$ cat src/rtl/vga_pkg.sv
// Purpose: shared VGA 640x480@60 timing constants and pixel/sync types.
// Latency: n/a (definitions only).
// Backpressure: n/a.
package vga_pkg;

    localparam int H_VISIBLE = 640;
    localparam int H_FRONT   = 16;
    localparam int H_SYNC    = 96;
    localparam int H_BACK    = 48;
    localparam int H_TOTAL   = 800;

    localparam int V_VISIBLE = 480;
    localparam int V_FRONT   = 10;
    localparam int V_SYNC    = 2;
    localparam int V_BACK    = 33;
    localparam int V_TOTAL   = 525;

    typedef struct packed {
        logic [7:0] r;
        logic [7:0] g;
        logic [7:0] b;
    } rgb888_t;

    // Bit order matches the delay-line reset value 4'b1100 (syncs idle high).
    typedef struct packed {
        logic h_sync;
        logic v_sync;
        logic de;
        logic in_img;
    } sync_bus_t;

    typedef enum logic {
        SW_ARMED,   // a high swap_req at the next frame event swaps banks
        SW_SPENT    // swap done; wait for swap_req to drop before re-arming
    } swap_state_t;

endpackage

$ cat src/rtl/sync_delay_line.sv
// Purpose: fixed-depth shift register carrying sync/flag bits alongside a pipeline.
// Latency: DEPTH cycles from din to dout.
// Backpressure: none; advances every clock.
// Ports: clk, reset (async, active-high), din[WIDTH], dout[WIDTH].
module sync_delay_line #(
    parameter int               WIDTH     = 4,
    parameter int               DEPTH     = 2,
    parameter logic [WIDTH-1:0] RESET_VAL = '0
) (
    input  logic             clk,
    input  logic             reset,
    input  logic [WIDTH-1:0] din,
    output logic [WIDTH-1:0] dout
);

    logic [WIDTH-1:0] stage [DEPTH];

    always_ff @(posedge clk or posedge reset) begin
        if (reset) begin
            for (int i = 0; i < DEPTH; i++) begin
                stage[i] <= RESET_VAL;
            end
        end else begin
            stage[0] <= din;
            for (int i = 1; i < DEPTH; i++) begin
                stage[i] <= stage[i-1];
            end
        end
    end

    assign dout = stage[DEPTH-1];

endmodule

$ cat src/rtl/vga_fb_reader.sv
// Purpose: maps VGA scan position to double-buffered framebuffer reads with integer upscale.
// Latency: RD_LAT+2 cycles from x/y/sync inputs to aligned sync/DE/rgb outputs.
// Backpressure: none; pixel stream is free-running, bank swap via level req / pulse ack.
// Ports: clk, reset; h_sync_in/v_sync_in/DE_in/x_pixel/y_pixel from the timing generator;
//        swap_req/swap_ack/buf_sel bank handshake; fb_addr/fb_rdata RAM read port;
//        h_sync/v_sync/DE/r_port/g_port/b_port realigned video out.
module vga_fb_reader
    import vga_pkg::*;
#(
    parameter int          IMG_W    = 320,
    parameter int          IMG_H    = 240,
    parameter int          SCALE    = 2,
    parameter int          RD_LAT   = 1,
    parameter logic [23:0] BG_COLOR = 24'h000000,
    localparam int         AW       = $clog2(2*IMG_W*IMG_H)
) (
    input  logic          clk,
    input  logic          reset,
    input  logic          h_sync_in,
    input  logic          v_sync_in,
    input  logic          DE_in,
    input  logic [9:0]    x_pixel,
    input  logic [9:0]    y_pixel,
    input  logic          swap_req,
    output logic          swap_ack,
    output logic          buf_sel,
    output logic [AW-1:0] fb_addr,
    input  logic [23:0]   fb_rdata,
    output logic          h_sync,
    output logic          v_sync,
    output logic          DE,
    output logic [7:0]    r_port,
    output logic [7:0]    g_port,
    output logic [7:0]    b_port
);

    localparam int CW = (SCALE > 1) ? $clog2(SCALE) : 1;

    localparam logic [9:0]    X_END      = 10'(IMG_W*SCALE - 1);
    localparam logic [9:0]    Y_END      = 10'(IMG_H*SCALE - 1);
    localparam logic [9:0]    FRAME_Y    = 10'(V_VISIBLE);
    localparam logic [CW-1:0] REP_LAST   = CW'(SCALE - 1);
    localparam logic [AW-2:0] W_STEP     = (AW-1)'(IMG_W);
    localparam logic [AW-1:0] BANK1_BASE = AW'(IMG_W*IMG_H);

    logic [AW-2:0] pix_idx;
    logic [AW-2:0] line_base;
    logic [CW-1:0] col_rep;
    logic [CW-1:0] row_rep;
    logic          synced;
    swap_state_t   swap_state;

    logic frame_evt;
    logic line_last;
    logic in_img;

    assign frame_evt = (y_pixel == FRAME_Y) && (x_pixel == 10'd0);
    assign line_last = (x_pixel == X_END);
    // Counters are only trustworthy after a frame event has cleared them, so
    // image fetches stay suppressed until then (e.g. after a mid-frame reset).
    assign in_img    = synced && DE_in && (x_pixel <= X_END) && (y_pixel <= Y_END);

    // Address generation: replicate each source pixel SCALE times across and
    // each source line SCALE times down, using only adds.
    always_ff @(posedge clk or posedge reset) begin
        if (reset) begin
            fb_addr   <= '0;
            pix_idx   <= '0;
            line_base <= '0;
            col_rep   <= '0;
            row_rep   <= '0;
            synced    <= 1'b0;
        end else if (frame_evt) begin
            pix_idx   <= '0;
            line_base <= '0;
            col_rep   <= '0;
            row_rep   <= '0;
            synced    <= 1'b1;
        end else if (in_img) begin
            fb_addr <= (buf_sel ? BANK1_BASE : '0) + {1'b0, pix_idx};
            if (line_last) begin
                col_rep <= '0;
                if (row_rep == REP_LAST) begin
                    row_rep   <= '0;
                    line_base <= line_base + W_STEP;
                    pix_idx   <= line_base + W_STEP;
                end else begin
                    row_rep <= row_rep + 1'b1;
                    pix_idx <= line_base;   // repeat the same source line
                end
            end else if (col_rep == REP_LAST) begin
                col_rep <= '0;
                pix_idx <= pix_idx + 1'b1;
            end else begin
                col_rep <= col_rep + 1'b1;
            end
        end
    end

    // Bank swap: one swap per assertion of swap_req, applied only at the
    // frame event so the displayed bank never changes mid-picture.
    always_ff @(posedge clk or posedge reset) begin
        if (reset) begin
            swap_state <= SW_ARMED;
            buf_sel    <= 1'b0;
            swap_ack   <= 1'b0;
        end else begin
            swap_ack <= 1'b0;
            case (swap_state)
                SW_ARMED: begin
                    if (frame_evt && swap_req) begin
                        buf_sel    <= ~buf_sel;
                        swap_ack   <= 1'b1;
                        swap_state <= SW_SPENT;
                    end
                end
                SW_SPENT: begin
                    if (!swap_req) begin
                        swap_state <= SW_ARMED;
                    end
                end
                default: swap_state <= SW_ARMED;
            endcase
        end
    end

    // Address register + RD_LAT RAM cycles are covered by RD_LAT+1 delay
    // stages; the output register below supplies the final cycle.
    sync_bus_t dly;

    sync_delay_line #(
        .WIDTH     (4),
        .DEPTH     (RD_LAT + 1),
        .RESET_VAL (4'b1100)
    ) u_sync_dly (
        .clk   (clk),
        .reset (reset),
        .din   ({h_sync_in, v_sync_in, DE_in, in_img}),
        .dout  (dly)
    );

    rgb888_t pix;

    always_ff @(posedge clk or posedge reset) begin
        if (reset) begin
            h_sync <= 1'b1;
            v_sync <= 1'b1;
            DE     <= 1'b0;
            pix    <= '0;
        end else begin
            h_sync <= dly.h_sync;
            v_sync <= dly.v_sync;
            DE     <= dly.de;
            if (dly.in_img) begin
                pix <= fb_rdata;
            end else if (dly.de) begin
                pix <= BG_COLOR;
            end else begin
                pix <= '0;
            end
        end
    end

    assign r_port = pix.r;
    assign g_port = pix.g;
    assign b_port = pix.b;

endmodule

$ cat config.mk
export PLATFORM = sky130hd
export DESIGN_NAME = vga_fb_reader
export DESIGN_NICKNAME = d
export VERILOG_FILES = /design/src/rtl/vga_pkg.sv /design/src/rtl/sync_delay_line.sv /design/src/rtl/vga_fb_reader.sv
export SDC_FILE = /design/constraint.sdc
export NUM_CORES = 1
export LEC_CHECK = 0
export BUFFER_PORTS_ARGS = -buffer_cell sky130_fd_sc_hd__buf_2
export CORE_AREA = 4 4 122 124
export DETAILED_ROUTE_END_ITERATION = 10
export DIE_AREA = 0 0 126 128
export SYNTH_ARGS = -nofsm -noshare
export SYNTH_HDL_FRONTEND = slang
export SYNTH_SLANG_ARGS = --single-unit
export TNS_END_PERCENT = 1
$ cat constraint.sdc
create_clock -name clk -period 3.85 [get_ports clk]
set_clock_uncertainty 0.15 [all_clocks]
set_input_delay 0.1925 -clock clk [delete_from_list [all_inputs] [get_ports clk]]
set_output_delay 0.1925 -clock clk [all_outputs]
set_load 0.01 [all_outputs]
==> impl_metrics.env <==
export IMPL_maxCapViolCount=0
export IMPL_finalPower_mw=1.77
export IMPL_seq_power_share=0.522
export IMPL_rsz0062_at_grt="no"
export IMPL_postCtsResizedCells=0
export IMPL_synth_async_sr_flop_share=1.00
export IMPL_fin_crit_sh=0.699
export IMPL_synth_seq_area_share=0.540
export IMPL_reg2reg_depth=6
export IMPL_critical_path_endpoint="pix_idx[13]$_DFFE_PP0P_"
export IMPL_p_switching_mw=0.370
export IMPL_power_switching_share=0.209
export IMPL_first_pass_iters=4
export IMPL_dominantRegCellSynth="dfrtp_1"
export IMPL_numCtsBuffers=9
export IMPL_die_y_um=128
export IMPL_finalHoldViolCount=0
export IMPL_comb_power_share=0.043
export IMPL_startpoint="DE_in"
export IMPL_route_vias_total=3291
export IMPL_r2r_slack_ns=1.32
export IMPL_drt_first_iter_violations=176
export IMPL_hold_ws_ns=0.0478
export IMPL_avgSynthCellArea_um2=10.3
export IMPL_clk_pin_slew_ns=0.06
export IMPL_ys_types=58
export IMPL_syn_nets=448
export IMPL_p_leak_nw=2.57
export IMPL_tightest_slew_ns=1.08
export IMPL_required_ns=3.97
export IMPL_intPower_mw=1.40
export IMPL_wirelength_um=9740
export IMPL_rows=43
export IMPL_endpoint_kind="flop"
export IMPL_diodes=0
export IMPL_dpl_hpwl_um=6710
export IMPL_via_per_inst=4.73
export IMPL_yosysWarnings=0
export IMPL_finalInstanceArea_um2=5240
export IMPL_worst_slack_ns=1.16
export IMPL_grt_max_degree=64
export IMPL_place_area_um2=4690
export IMPL_drc=0
export IMPL_setup_worst_path_start_class="input port"
export IMPL_grt_overflow_total=0
export IMPL_yosys_register_bits=87
export IMPL_syn_area_um2=4050
export IMPL_insertion_delay_ns=0.33
export IMPL_hold_path_class="input port to flop"
export IMPL_ant_nets=0
export IMPL_synth_edff_count=0
export IMPL_layout_min_cycle_time_ns=2.69
export IMPL_crit_arrival_ns=2.81
export IMPL_grt_pass1_vias=3314
export IMPL_start_util=0.294
export IMPL_slew_headroom=0.279
export IMPL_crit_type="input port to flop"
export IMPL_clk_path_buf_depth=2
export IMPL_clkPwrFrac=0.436
export IMPL_antenna_found_initial=0
export IMPL_io_buffers=96
export IMPL_postCtsSetupRepairBufs=0
export IMPL_setup_viol=0
export IMPL_setup_tns_ns=0
export IMPL_grt_pass1_wl_um=16200
export IMPL_ir_drop_mv=0.192
export IMPL_fin_nets=568
export IMPL_status="complete, no violations"
export IMPL_cts_tree="yes"
export IMPL_crit_path_max_fanout=24
export IMPL_dieArea_um2=16100
export IMPL_drive_above_1_share=0.262
export IMPL_syn_to_final_growth_pct=29.6
export IMPL_post_place_ws_ns=1.27
export IMPL_synthCells=391
export IMPL_worstReg2RegEnd="pix_idx[13]$_DFFE_PP0P_"
export IMPL_io_pins=97
export IMPL_wl_per_cell_um=14.0
export IMPL_slew_violations=0
export IMPL_root_buffer="clkbuf_16"
export IMPL_grt_usage=0.123
export IMPL_htree_levels=3
export IMPL_fmax_mhz=371
export IMPL_place_congestion=0.831
export IMPL_worstReg2RegStart="synced$_DFFE_PP0N_"
export IMPL_power_density_nw_per_um2=337
export IMPL_die_w_um=126
export IMPL_clock_sinks=87
export IMPL_fp_coreArea_um2=13800
[flip-flops by register name, indices dropped and copies added (netlist names)]
name and cells:
fb_addr 18, DE 1, u_sync_dly.dout 4, row_rep 1
b_port 8, swap_ack 1, u_sync_dly.stage 4, synced 1
g_port 8, buf_sel 1, line_base 11, col_rep 1
v_sync 1, pix_idx 17, swap_state 1, r_port 8
h_sync 1
[worst min-delay path by stage]
stage | from | end | depth (start not counted)
finish | y_pixel[3] | swap_ack$_DFF_PP0_ | 3
global route | y_pixel[3] | swap_ack$_DFF_PP0_ | 3
floorplan | v_sync_in | u_sync_dly.stage[6]$_DFF_PP1_ | 0
detailed placement | v_sync_in | u_sync_dly.stage[6]$_DFF_PP1_ | 1
CTS | y_pixel[3] | swap_ack$_DFF_PP0_ | 3
global placement | v_sync_in | u_sync_dly.stage[6]$_DFF_PP1_ | 1
[critical path, stage by stage]
cell and delay [ns]:
dlygate4sd3_1 0.52, buf_2 0.12, and3b_1 0.16, nand3_2 0.23, inv_1 0.65, o21ai_1 0.44
a31oi_1 0.33, a22o_1 0.16
[routing by layer]
metal | GRT usage | vias up | wire, um
met5 | 0 | - | 0
li1 | - | 1621 | -
met3 | 0.0233 | 4 | 589
met1 | 0.157 | 1558 | 4360
met2 | 0.204 | 108 | 4730
met4 | 0.0530 | 0 | 61
[per-stage QoR]
stage               std cells   util
detailed placement        651  0.340
floorplan                 391      -
CTS                       696  0.381
finish                    696  0.381
global route              696  0.381
global placement          651  0.340
[placed cells by master, fill, tap and decap left out, types with 5 or more instances in the layout]
| master | n |
|---|---|
| dlygate4sd3_1 | 29 |
| nand2_1 | 63 |
| ha_1 | 6 |
| and2_1 | 26 |
| o21ai_1 | 9 |
| and3_1 | 7 |
| clkbuf_16 | 9 |
| inv_1 | 7 |
| a21oi_1 | 11 |
| nand4_1 | 11 |
| o21ai_0 | 28 |
| buf_2 | 96 |
| dfrtp_1 | 81 |
| o22ai_1 | 5 |
| nor3_1 | 11 |
| o2bb2ai_1 | 5 |
| nand3_1 | 7 |
| xor2_1 | 7 |
| xnor2_1 | 12 |
| dfstp_2 | 6 |
| nor2_1 | 14 |
[power by group through the flow]
stage / combinational, mW / sequential [mW] / clock [mW]
after detailed placement: 0.0540 / 0.939 / 0
after CTS: 0.0769 / 0.923 / 0.802
after global routing: 0.0854 / 0.922 / 0.838
final: 0.0753 / 0.923 / 0.771
after global placement: 0.0530 / 0.939 / 0
after floorplan: 0.0180 / 0.940 / 0
[cell usage after synthesis, types with 2 or more instances]
cell type | count | area, um2
dfrtp_1 | 81 | 2030
nand2_1 | 63 | 236
o21ai_0 | 28 | 140
and2_1 | 26 | 163
nor2_1 | 14 | 52.6
clkbuf_1 | 13 | 48.8
xnor2_1 | 12 | 105
a21oi_1 | 11 | 55.1
nand4_1 | 11 | 68.8
nor3_1 | 11 | 55.1
o21ai_1 | 9 | 45.0
inv_1 | 8 | 30.0
and3_1 | 7 | 43.8
nand3_1 | 7 | 35.0
xor2_1 | 7 | 61.3
dfstp_2 | 6 | 158
ha_1 | 6 | 75.1
o22ai_1 | 5 | 31.3
o2bb2ai_1 | 5 | 43.8
a31oi_1 | 4 | 25.0
nor4_1 | 4 | 25.0
o31ai_1 | 4 | 30.0
and4_1 | 3 | 26.3
a2111oi_4 | 2 | 55.1
a21o_1 | 2 | 15.0
a22o_1 | 2 | 17.5
buf_4 | 2 | 15.0
buf_6 | 2 | 22.5
mux2_2 | 2 | 22.5
o2111ai_1 | 2 | 17.5
o211ai_1 | 2 | 15.0
o21a_1 | 2 | 15.0
o22a_1 | 2 | 17.5
or4_4 | 2 | 22.5
[area by class of cell]
type | instances | area [um2]
clock buffers | 11 | 233
flip-flops and latches | 87 | 2180
inverters | 8 | 31.3
fillers | 1345 | 8530
well taps | 180 | 225
clock inverters | 5 | 32.5
repair buffers | 128 | 793
multi-input cells | 277 | 1740
[timing repair]
item,in CTS,in global routing
hold endpoints to repair,91,0
endpoints found under the setup margin,0,0
hold buffers,29,0
[logic make-up (layout without fill, tap and decap cells)]
family / after synthesis / after routing / share of synthesized area
simple gates: 162 / 162 / 0.213
flops: 87 / 87 / 0.540
compound gates: 86 / 86 / 0.143
buf+inv: 27 / 152 / 0.0309
xor+xnor: 19 / 19 / 0.0411
fa+ha+maj: 7 / 7 / 0.0235
mux: 3 / 3 / 0.00804
(Power assumes the default switching activity.)
